--- src/rtl/pa_fpu_wb_sched_pkg.sv ---
// Shared definitions for the FPU write-back slot scheduler.
// Latency: n/a (types and constants only).
// Backpressure: n/a.
package pa_fpu_wb_sched_pkg;

  // Instruction-id width, matching the dp_xx_ex1_id format.
  localparam int FPU_ID_W = 3;

  // FMAU write-back latency encodings, counted in cycles from EX1 grant.
  localparam int FMAU_LAT3 = 3;
  localparam int FMAU_LAT4 = 4;

  typedef enum logic {
    IDLE     = 1'b0,
    DIV_WAIT = 1'b1
  } sched_state_e;

endpackage

--- src/rtl/pa_fpu_wb_slot.sv ---
// One write-back reservation slot: a valid bit plus the id that will retire in it.
// Latency: one cycle per shift step; load/clear take effect on the next edge.
// Backpressure: hold freezes the slot contents.
// Ports: shift_vld/shift_id come from the next-older slot, load/load_id insert a
// newly granted op, clr kills the value being shifted in, slot_vld/slot_id are the
// current contents.
module pa_fpu_wb_slot #(
  parameter int ID_W = 3
) (
  input  logic            forever_cpuclk,
  input  logic            cpurst_b,
  input  logic            hold,
  input  logic            shift_vld,
  input  logic [ID_W-1:0] shift_id,
  input  logic            load,
  input  logic [ID_W-1:0] load_id,
  input  logic            clr,
  output logic            slot_vld,
  output logic [ID_W-1:0] slot_id
);

  always_ff @(posedge forever_cpuclk or negedge cpurst_b) begin
    if (!cpurst_b) begin
      slot_vld <= 1'b0;
      slot_id  <= '0;
    end else if (!hold) begin
      if (load) begin
        slot_vld <= 1'b1;
        slot_id  <= load_id;
      end else begin
        // clr only ever targets an op moving down from the older slot.
        slot_vld <= shift_vld & ~clr;
        slot_id  <= shift_id;
      end
    end
  end

endmodule

--- src/rtl/pa_fpu_wb_sched.sv ---
// FPU register-file write-port scheduler: FMAU ops reserve their write-back slot
// at EX1 issue; divider results fill free cycles, with issue blocking so they never starve.
// Latency: grants are combinational; a granted op writes back 3 or 4 cycles later.
// Backpressure: sched_issue_grant=0 stalls upstream issue; div_wb_req is held until granted;
// sched_stall freezes all state and suppresses grants and write-back.
// Ports: ex1_issue_* (FMAU issue request), ex2_cancel (kill last grant), div_wb_* (divider
// result), sched_* outputs (grants, write-port valid/source/id, busy).
module pa_fpu_wb_sched
  import pa_fpu_wb_sched_pkg::*;
#(
  parameter int LAT_MAX = 4,
  parameter int ID_W    = FPU_ID_W
) (
  input  logic            forever_cpuclk,
  input  logic            cpurst_b,
  input  logic            ex1_issue_vld,
  input  logic            ex1_issue_lat4,
  input  logic [ID_W-1:0] ex1_issue_id,
  input  logic            ex2_cancel,
  input  logic            sched_stall,
  input  logic            div_wb_req,
  input  logic [ID_W-1:0] div_wb_id,
  output logic            sched_issue_grant,
  output logic            div_wb_grant,
  output logic            sched_wb_vld,
  output logic            sched_wb_src_div,
  output logic [ID_W-1:0] sched_wb_id,
  output logic            sched_busy
);

  localparam int IDX_W = $clog2(LAT_MAX + 1);

  // resv[i]: the FMAU writes back i cycles from now; rid[i] is that op's id.
  logic [LAT_MAX:0] resv;
  logic [ID_W-1:0]  rid [LAT_MAX:0];

  logic [IDX_W-1:0] issue_lat;
  logic [IDX_W-1:0] last_clr_idx;
  logic             issue_grant_c;
  logic             div_grant_c;
  logic             cancel_vld;
  logic             fsm_idle;
  logic             last_vld;
  logic             last_lat4;

  sched_state_e state, state_n;

  always_comb begin
    issue_lat     = ex1_issue_lat4 ? IDX_W'(FMAU_LAT4) : IDX_W'(FMAU_LAT3);
    // By the cancel cycle the last grant has already shifted down one slot,
    // so the value to drop is the one landing in slot (lat-2).
    last_clr_idx  = last_lat4 ? IDX_W'(FMAU_LAT4 - 2) : IDX_W'(FMAU_LAT3 - 2);
    // The grant check uses registered resv, so a slot cancelled this cycle
    // still looks busy until the next one.
    issue_grant_c = ex1_issue_vld & ~sched_stall & ~resv[issue_lat] & fsm_idle;
    div_grant_c   = div_wb_req & ~resv[0] & ~sched_stall;
    cancel_vld    = ex2_cancel & last_vld & ~sched_stall;
  end

  for (genvar g = 0; g <= LAT_MAX; g++) begin : g_slot
    logic            nxt_vld;
    logic [ID_W-1:0] nxt_id;

    if (g < LAT_MAX) begin : g_mid
      assign nxt_vld = resv[g+1];
      assign nxt_id  = rid[g+1];
    end else begin : g_top
      assign nxt_vld = 1'b0;
      assign nxt_id  = '0;
    end

    pa_fpu_wb_slot #(.ID_W(ID_W)) u_slot (
      .forever_cpuclk (forever_cpuclk),
      .cpurst_b       (cpurst_b),
      .hold           (sched_stall),
      .shift_vld      (nxt_vld),
      .shift_id       (nxt_id),
      .load           (issue_grant_c & (issue_lat == IDX_W'(g + 1))),
      .load_id        (ex1_issue_id),
      .clr            (cancel_vld & (last_clr_idx == IDX_W'(g))),
      .slot_vld       (resv[g]),
      .slot_id        (rid[g])
    );
  end

  // Remember the last unstalled cycle's grant so ex2_cancel knows what to kill.
  always_ff @(posedge forever_cpuclk or negedge cpurst_b) begin
    if (!cpurst_b) begin
      last_vld  <= 1'b0;
      last_lat4 <= 1'b0;
    end else if (!sched_stall) begin
      last_vld  <= issue_grant_c;
      last_lat4 <= ex1_issue_lat4;
    end
  end

  // FSM: state register.
  always_ff @(posedge forever_cpuclk or negedge cpurst_b) begin
    if (!cpurst_b) begin
      state <= IDLE;
    end else begin
      state <= state_n;
    end
  end

  // FSM: next state. A denied divider request blocks issue until the
  // reserved slots drain and the divider gets the port.
  always_comb begin
    state_n = state;
    if (!sched_stall) begin
      case (state)
        IDLE:     if (div_wb_req && !div_grant_c) state_n = DIV_WAIT;
        DIV_WAIT: if (div_grant_c)                state_n = IDLE;
        default:                                  state_n = IDLE;
      endcase
    end
  end

  // FSM: outputs and write-port mux.
  always_comb begin
    fsm_idle          = (state == IDLE);
    sched_issue_grant = issue_grant_c;
    div_wb_grant      = div_grant_c;
    sched_wb_vld      = ~sched_stall & (resv[0] | div_grant_c);
    sched_wb_src_div  = div_grant_c;
    sched_wb_id       = '0;
    if (!sched_stall) begin
      if (resv[0]) begin
        sched_wb_id = rid[0];
      end else if (div_grant_c) begin
        sched_wb_id = div_wb_id;
      end
    end
    sched_busy = (|resv) | (state == DIV_WAIT) | div_wb_req;
  end

endmodule

--- config.mk ---
export PLATFORM = sky130hd
export DESIGN_NAME = pa_fpu_wb_sched
export DESIGN_NICKNAME = d
export VERILOG_FILES = /design/src/rtl/pa_fpu_wb_sched_pkg.sv /design/src/rtl/pa_fpu_wb_slot.sv /design/src/rtl/pa_fpu_wb_sched.sv
export SDC_FILE = /design/constraint.sdc
export NUM_CORES = 1
export LEC_CHECK = 0
export ABC_AREA = 1
export BUFFER_PORTS_ARGS = -buffer_cell sky130_fd_sc_hd__buf_2
export CAP_MARGIN = 30
export CORE_MARGIN = 4
export CORE_UTILIZATION = 46
export CTS_CLUSTER_DIAMETER = 100
export DETAILED_ROUTE_END_ITERATION = 8
export PLACE_DENSITY_LB_ADDON = 0.25
export REMOVE_ABC_BUFFERS = 1
export SLEW_MARGIN = 10
export SYNTH_ARGS = -nofsm -noshare
export SYNTH_HDL_FRONTEND = slang
export SYNTH_SLANG_ARGS = --single-unit
export TNS_END_PERCENT = 20
--- constraint.sdc ---
create_clock -name forever_cpuclk -period 0.9 [get_ports forever_cpuclk]
set_input_delay 0.045 -clock forever_cpuclk [delete_from_list [all_inputs] [get_ports forever_cpuclk]]
set_output_delay 0.045 -clock forever_cpuclk [all_outputs]
set_load 0.02 [all_outputs]
==> results of run 1 <==
stage by stage:
stage	TNS, ps	hold slack, ps	worst slack, ps	instances
2_1_floorplan	-2190	-251	-522	105
3_3_place_gp	-1660	0.942	-163	157
3_5_place_dp	-2100	7.18	-190	157
4_1_cts	-4080	8.30	-441	164
5_1_grt	-5820	12.5	-551	165
6_report	-4520	4.72	-434	165
worst max-delay path: stages (launching register included):
cell	delay, ps
dfrtp_1	420
nor3_4	190
nand2_1	100
a21oi_2	140
buf_6	130
placed cells by master (no fill, tap or decap), drive strengths merged:
master       Yosys  layout
nor4             1       1
o22ai            3       3
inv             13      13
nand4            3       3
clkbuf           0       3
nand2           42      42
buf              5      30
nor2             6       6
dfrtp           19      19
a21oi            5       5
clkinv           0       1
nor3             1       1
dlygate4sd3      0       1
o21bai           1       1
o21ai            3       3
o211ai           1       1
nand3            7       7
repair_timing:
action	in CTS	in global routing
setup endpoints to repair	18	19
hold endpoints to repair	19	0
buffers inserted	2	1
resized for setup	14	10
hold buffers	1	0
pin swaps	4	0
logic make-up (layout without fill, tap and decap cells):
kind of cell           count (synthesis)  after routing  synth area share
AND/OR/NAND/NOR                       60             60             0.301
flip-flops                            19             19             0.526
buffers and inverters                 18             48            0.0914
AO/OA/AOI/OAI                         13             13            0.0817
layout make-up:
class	count	area, µm²
Fill cell	156	593
Sequential cell	19	477
Multi-Input combinational cell	73	409
Timing Repair Buffer	31	215
Inverter	13	48.8
Tap cell	25	31.3
Clock buffer	3	22.5
Clock inverter	1	5.00
worst paths after layout:
path	endpoint	cells past startpoint	from	slack, ps
max in group asynchronous	g_slot[3].u_slot.slot_vld	2	cpurst_b	380
worst max register to register	g_slot[2].u_slot.slot_id[0]	6	g_slot[3].u_slot.slot_vld	-250
min in group asynchronous	g_slot[0].u_slot.slot_vld	2	cpurst_b	200
worst min-delay path	g_slot[3].u_slot.slot_id[2]	3	ex1_issue_id[2]	5
worst min register to register	g_slot[1].u_slot.slot_id[2]	2	g_slot[2].u_slot.slot_id[2]	480
worst max-delay path	sched_wb_id[2]	4	g_slot[0].u_slot.slot_vld	-430
per-layer routing:
layer / GRT usage / vias to the layer above / part of all wire
li1: - / 409 / -
met5: 0 / - / 0
met3: 0.0342 / 7 / 0.056
met1: 0.203 / 364 / 0.43
met2: 0.273 / 26 / 0.49
met4: 0.0894 / 0 / 0.028
state kept, by name (all words and copies together), names as in the netlist:
name and cells:
g_slot.u_slot.slot_id 12, g_slot.u_slot.slot_vld 4, last_lat4 1, last_vld 1, state 1
power breakdown:
group | switching (mW) | leakage, nW | internal (mW)
combinational | 0.238 | 0.370 | 0.181
sequential | 0.0619 | 0.249 | 0.941
clock | 0.273 | 0.0177 | 0.166
==> flow_summary.ini, run 1 <==
[synth]
ys_top_cells_by_area = dfrtp_1 (53%), nand2_1 (17%), inv_1 (5.0%)
yosys.area.top_type = dfrtp_1
synth_seq_cells = 19
synthTopCellsByCount = nand2_1 (42), dfrtp_1 (19), inv_1 (12)
synth_most_common_cell = nand2_1
synthArstFlopShare = 1.00
synth_top_area_frac = 0.526
netlist_area_um2 = 903
synth_flop_cell = dfrtp_1
ys_warn_count = 0
synth_edf_count = 0
synth_cells = 110
syn_area_per_cell_um2 = 8.21
ys_seq_area_frac = 0.526
synthDistinctLibCells = 20

[floorplan]
num_io_pins = 21
row_count = 15
die_w_um = 52.3
dieArea_um2 = 2740
die_y_um = 52.3
start_util = 0.501
coreArea_um2 = 1800

[worst_setup_path]
worstPathArrival_ps = 1290
path_max_fanout = 5
cp-end-kind = output port
critPathLaunchType = flip-flop
critical_path_required_ps = 850
critical_path_class = flip-flop to output port

[timing]
hold_viol_final = 0
finalWorstSetupSlack_ps = -434
slew_headroom = 0.711
fin_crit_ps = 1330
max_freq_ghz = 0.750
skew_ps = 2.91
finalCritPeriodShare = 1.48
tightest_slew_ps = 433
rsz0062_at_grt = yes
setup_viol = 17
drv_slew = 0

[global_route]
grt.overflow.total = 0
grt_pass1_wl_mm = 3.35
grt_antenna_before_repair = 0
track_usage = 0.166
grt_pass1_vias = 791
grt_max_degree = 20

[cts]
clock-root-buffer = clkbuf_4
clock_sinks = 19
cts.htree.levels = 1
path_clk_slew_ps = 110
clk_latency_ps = 300
cts_made_buffers = 3
cts_tree = yes
clock_path_buffers = 2

[job]
maxCapViolations = 0

[route]
postRouteAntennaNets = 0
drc = 0
viasPerCell = 4.88
drt-pass1-iter-count = 4
drt-initial-drc-count = 22
vias = 806
wl_mm = 2.08
routedWlPerCell_um = 12.6

[power]
power_density_nw_per_um2 = 1540
peakVddDrop_v = 0.000949
leakage_nw = 0.637
finalPower_mw = 1.86

[outcome]
violations = negative setup slack
status = complete, but fails checks

[layout]
fin_util = 0.671
diodes = 0
design_area_um2 = 1210
area_growth_pct = 33.8
drive_gt1_frac = 0.357
fin_nets = 154

[placement]
place.gp.congestion = 0.808
place_hpwl_mm = 1.32
placement.io_buffers = 20
placed_area_um2 = 1050

[worst_hold_path]
hp-class = input pin to flip-flop
Power figures use the tool's default switching activity.
==> run 2: changes to the inputs <==
==> constraint.sdc (replaced) <==
create_clock -name forever_cpuclk -period 0.9 [get_ports forever_cpuclk]
set_input_delay 0.09 -clock forever_cpuclk [delete_from_list [all_inputs] [get_ports forever_cpuclk]]
set_output_delay 0.09 -clock forever_cpuclk [all_outputs]
set_load 0.01 [all_outputs]
==> run 2 against run 1 <==
Effect of this change:
- die area unchanged
- the run still ends with negative setup slack left
- clock power is 7.5% lower
- count of clock-buffer cells in the layout did not move
==> flow_summary.ini, run 2 (synthesis gave the netlist of run 1 again) <==
[worst_setup_path]
critical_path_class = flip-flop to output port
critPathMaxStageDelay_ps = 420
reg2regPathDepth = 6
reg2reg_slack_ps = -180
r2r_start = g_slot[3].u_slot.slot_vld
slowest_stage = dfrtp_1
crit_buf_inv = 1
cp-end-kind = output port
critPathLaunchType = flip-flop
crit_family = flip-flops
path_max_fanout = 5
reg2reg_to = g_slot[2].u_slot.slot_id[2]
critical_path_required_ps = 810
worstPathCellList = nor3_4, nand2_1, a21oi_2, buf_2
worstPathArrival_ps = 1250

[outcome]
status = complete, but fails checks
violations = negative setup slack

[timing]
max_freq_ghz = 0.745
drv_slew = 0
setup_viol = 16
slew_headroom = 0.720
finalWorstSetupSlack_ps = -442
skew_ps = 3.06
rsz0062_at_grt = yes
finalCritPeriodShare = 1.49
hold_viol_final = 0
tightest_slew_ps = 420
fin_crit_ps = 1340
fin_setup_tns_ps = -3910

[route]
postRouteAntennaNets = 0
drt-pass1-iter-count = 4
wl_mm = 1.76
viasPerCell = 4.78
vias = 788
routedWlPerCell_um = 10.6
drc = 0
drt-initial-drc-count = 22

[cts]
cts_tree = yes
cts_made_buffers = 3
clock-root-buffer = clkbuf_4
cts.htree.levels = 1
clock_path_buffers = 2
clk_latency_ps = 280
clock_sinks = 19
path_clk_slew_ps = 100

[placement]
place.gp.congestion = 0.849
placement.io_buffers = 20
place_ws_ps = -184
place_hpwl_mm = 1.32
placed_area_um2 = 1060

[job]
maxCapViolations = 0

[layout]
diodes = 0
area_growth_pct = 27.4
fin_nets = 154
largest_register_ffs = 12
reg_top3 = g_slot.u_slot.slot_id x12, g_slot.u_slot.slot_vld x4
largest-register = g_slot.u_slot.slot_id
design_area_um2 = 1150
drive_gt1_frac = 0.307
layout_common_cells = nand2_1 (42), dfrtp_1 (19), buf_2 (18), inv_1 (12), buf_4 (10)
final_common_cell = nand2_1

[global_route]
grt_max_degree = 20
grt_antenna_before_repair = 0
grt_pass1_vias = 763
grt.overflow.total = 0
track_usage = 0.151
grt_pass1_wl_mm = 3.11

[power]
p_sw_frac = 0.282
power_switching_mw = 0.496
p_int_mw = 1.27
peakVddDrop_v = 0.000898
combPwrFrac = 0.203
finalPower_mw = 1.76
p_seq_frac = 0.566
power_frac_clock = 0.231
power_density_nw_per_um2 = 1530
leakage_nw = 0.630

[floorplan]
die_w_um = 52.3
row_count = 15
coreArea_um2 = 1800
num_io_pins = 21
dieArea_um2 = 2740
start_util = 0.501
die_y_um = 52.3

[worst_hold_path]
min_from = ex1_issue_id[2]
hp-class = input pin to flip-flop
hold_path_end = g_slot[3].u_slot.slot_id[2]
min_path_cells = 3
## run 2: cell count changes in the layout (fill, tap and decap cells not counted)
cell     delta
nor4_2      -1
nand3_1     +1
a21oi_1     +2
buf_4       -2
nand3_4     -1
dfrtp_2     -1
a21oi_2     -2
o22ai_1     +2
dfrtp_1     +1
buf_2       +4
nor4_1      +1
buf_6       -2
o22ai_2     -2
## run 2: power by group through the flow
stage | Clock, mW | Sequential (mW) | Combinational (mW)
6_report | 0.406 | 0.998 | 0.358
4_1_cts | 0.424 | 0.998 | 0.357
5_1_grt | 0.492 | 1.01 | 0.405
2_1_floorplan | 0 | 1.01 | 0.163
3_5_place_dp | 0 | 1.01 | 0.321
3_3_place_gp | 0 | 1.01 | 0.313
## run 2: final cells by class
type                    instances  area, µm²
flip-flops and latches         19        475
fillers                       159        651
clock buffers                   3       22.5
clock inverters                 1       5.00
inverters                      13       48.8
multi-input cells              73        370
repair buffers                 31        198
well taps                      25       31.3
## run 2: layer usage
metal  global-route usage  up-vias  routed length, µm
met1                0.186      356                795
met2                0.262       21                845
li1                     -      409                  -
met3               0.0342        2                100
met4               0.0383        0                 15
met5                    0        -                  0
## run 2: tightest hold or removal path, delay by kind of cell
| kind | cells | cell delay [ps] |
|---|---|---|
| AO/OA/AOI/OAI | 1 | 70 |
| buffers and inverters | 2 | 150 |
## run 2: per-stage QoR
step,utilization,cells,hold slack (ps)
after floorplan,-,105,-206
after global placement,0.589,158,44.0
after detailed placement,0.589,158,49.8
after CTS,0.635,165,63.9
after global routing,0.639,165,50.2
final,0.639,165,66.9
## run 2: repair_timing
| item | in CTS | in global routing |
|---|---|---|
| setup endpoints to repair | 18 | 19 |
| gates resized for setup | 6 | 2 |
| pin swaps | 6 | 3 |
| setup buffers | 2 | 0 |
| hold endpoints to repair | 19 | 0 |
| hold buffers | 1 | 0 |
## run 2: worst max-delay path by stage
| stage | end | from | cells after the start | slack, ps |
|---|---|---|---|---|
| floorplan | sched_wb_id[0] | g_slot[0].u_slot.slot_vld | 3 | -280 |
| global placement | sched_wb_id[1] | g_slot[0].u_slot.slot_vld | 4 | -160 |
| detailed placement | sched_wb_id[1] | g_slot[0].u_slot.slot_vld | 4 | -180 |
| CTS | sched_wb_id[1] | g_slot[0].u_slot.slot_vld | 4 | -440 |
| global route | sched_wb_id[0] | g_slot[0].u_slot.slot_vld | 4 | -590 |
| finish | sched_wb_id[0] | g_slot[0].u_slot.slot_vld | 4 | -440 |
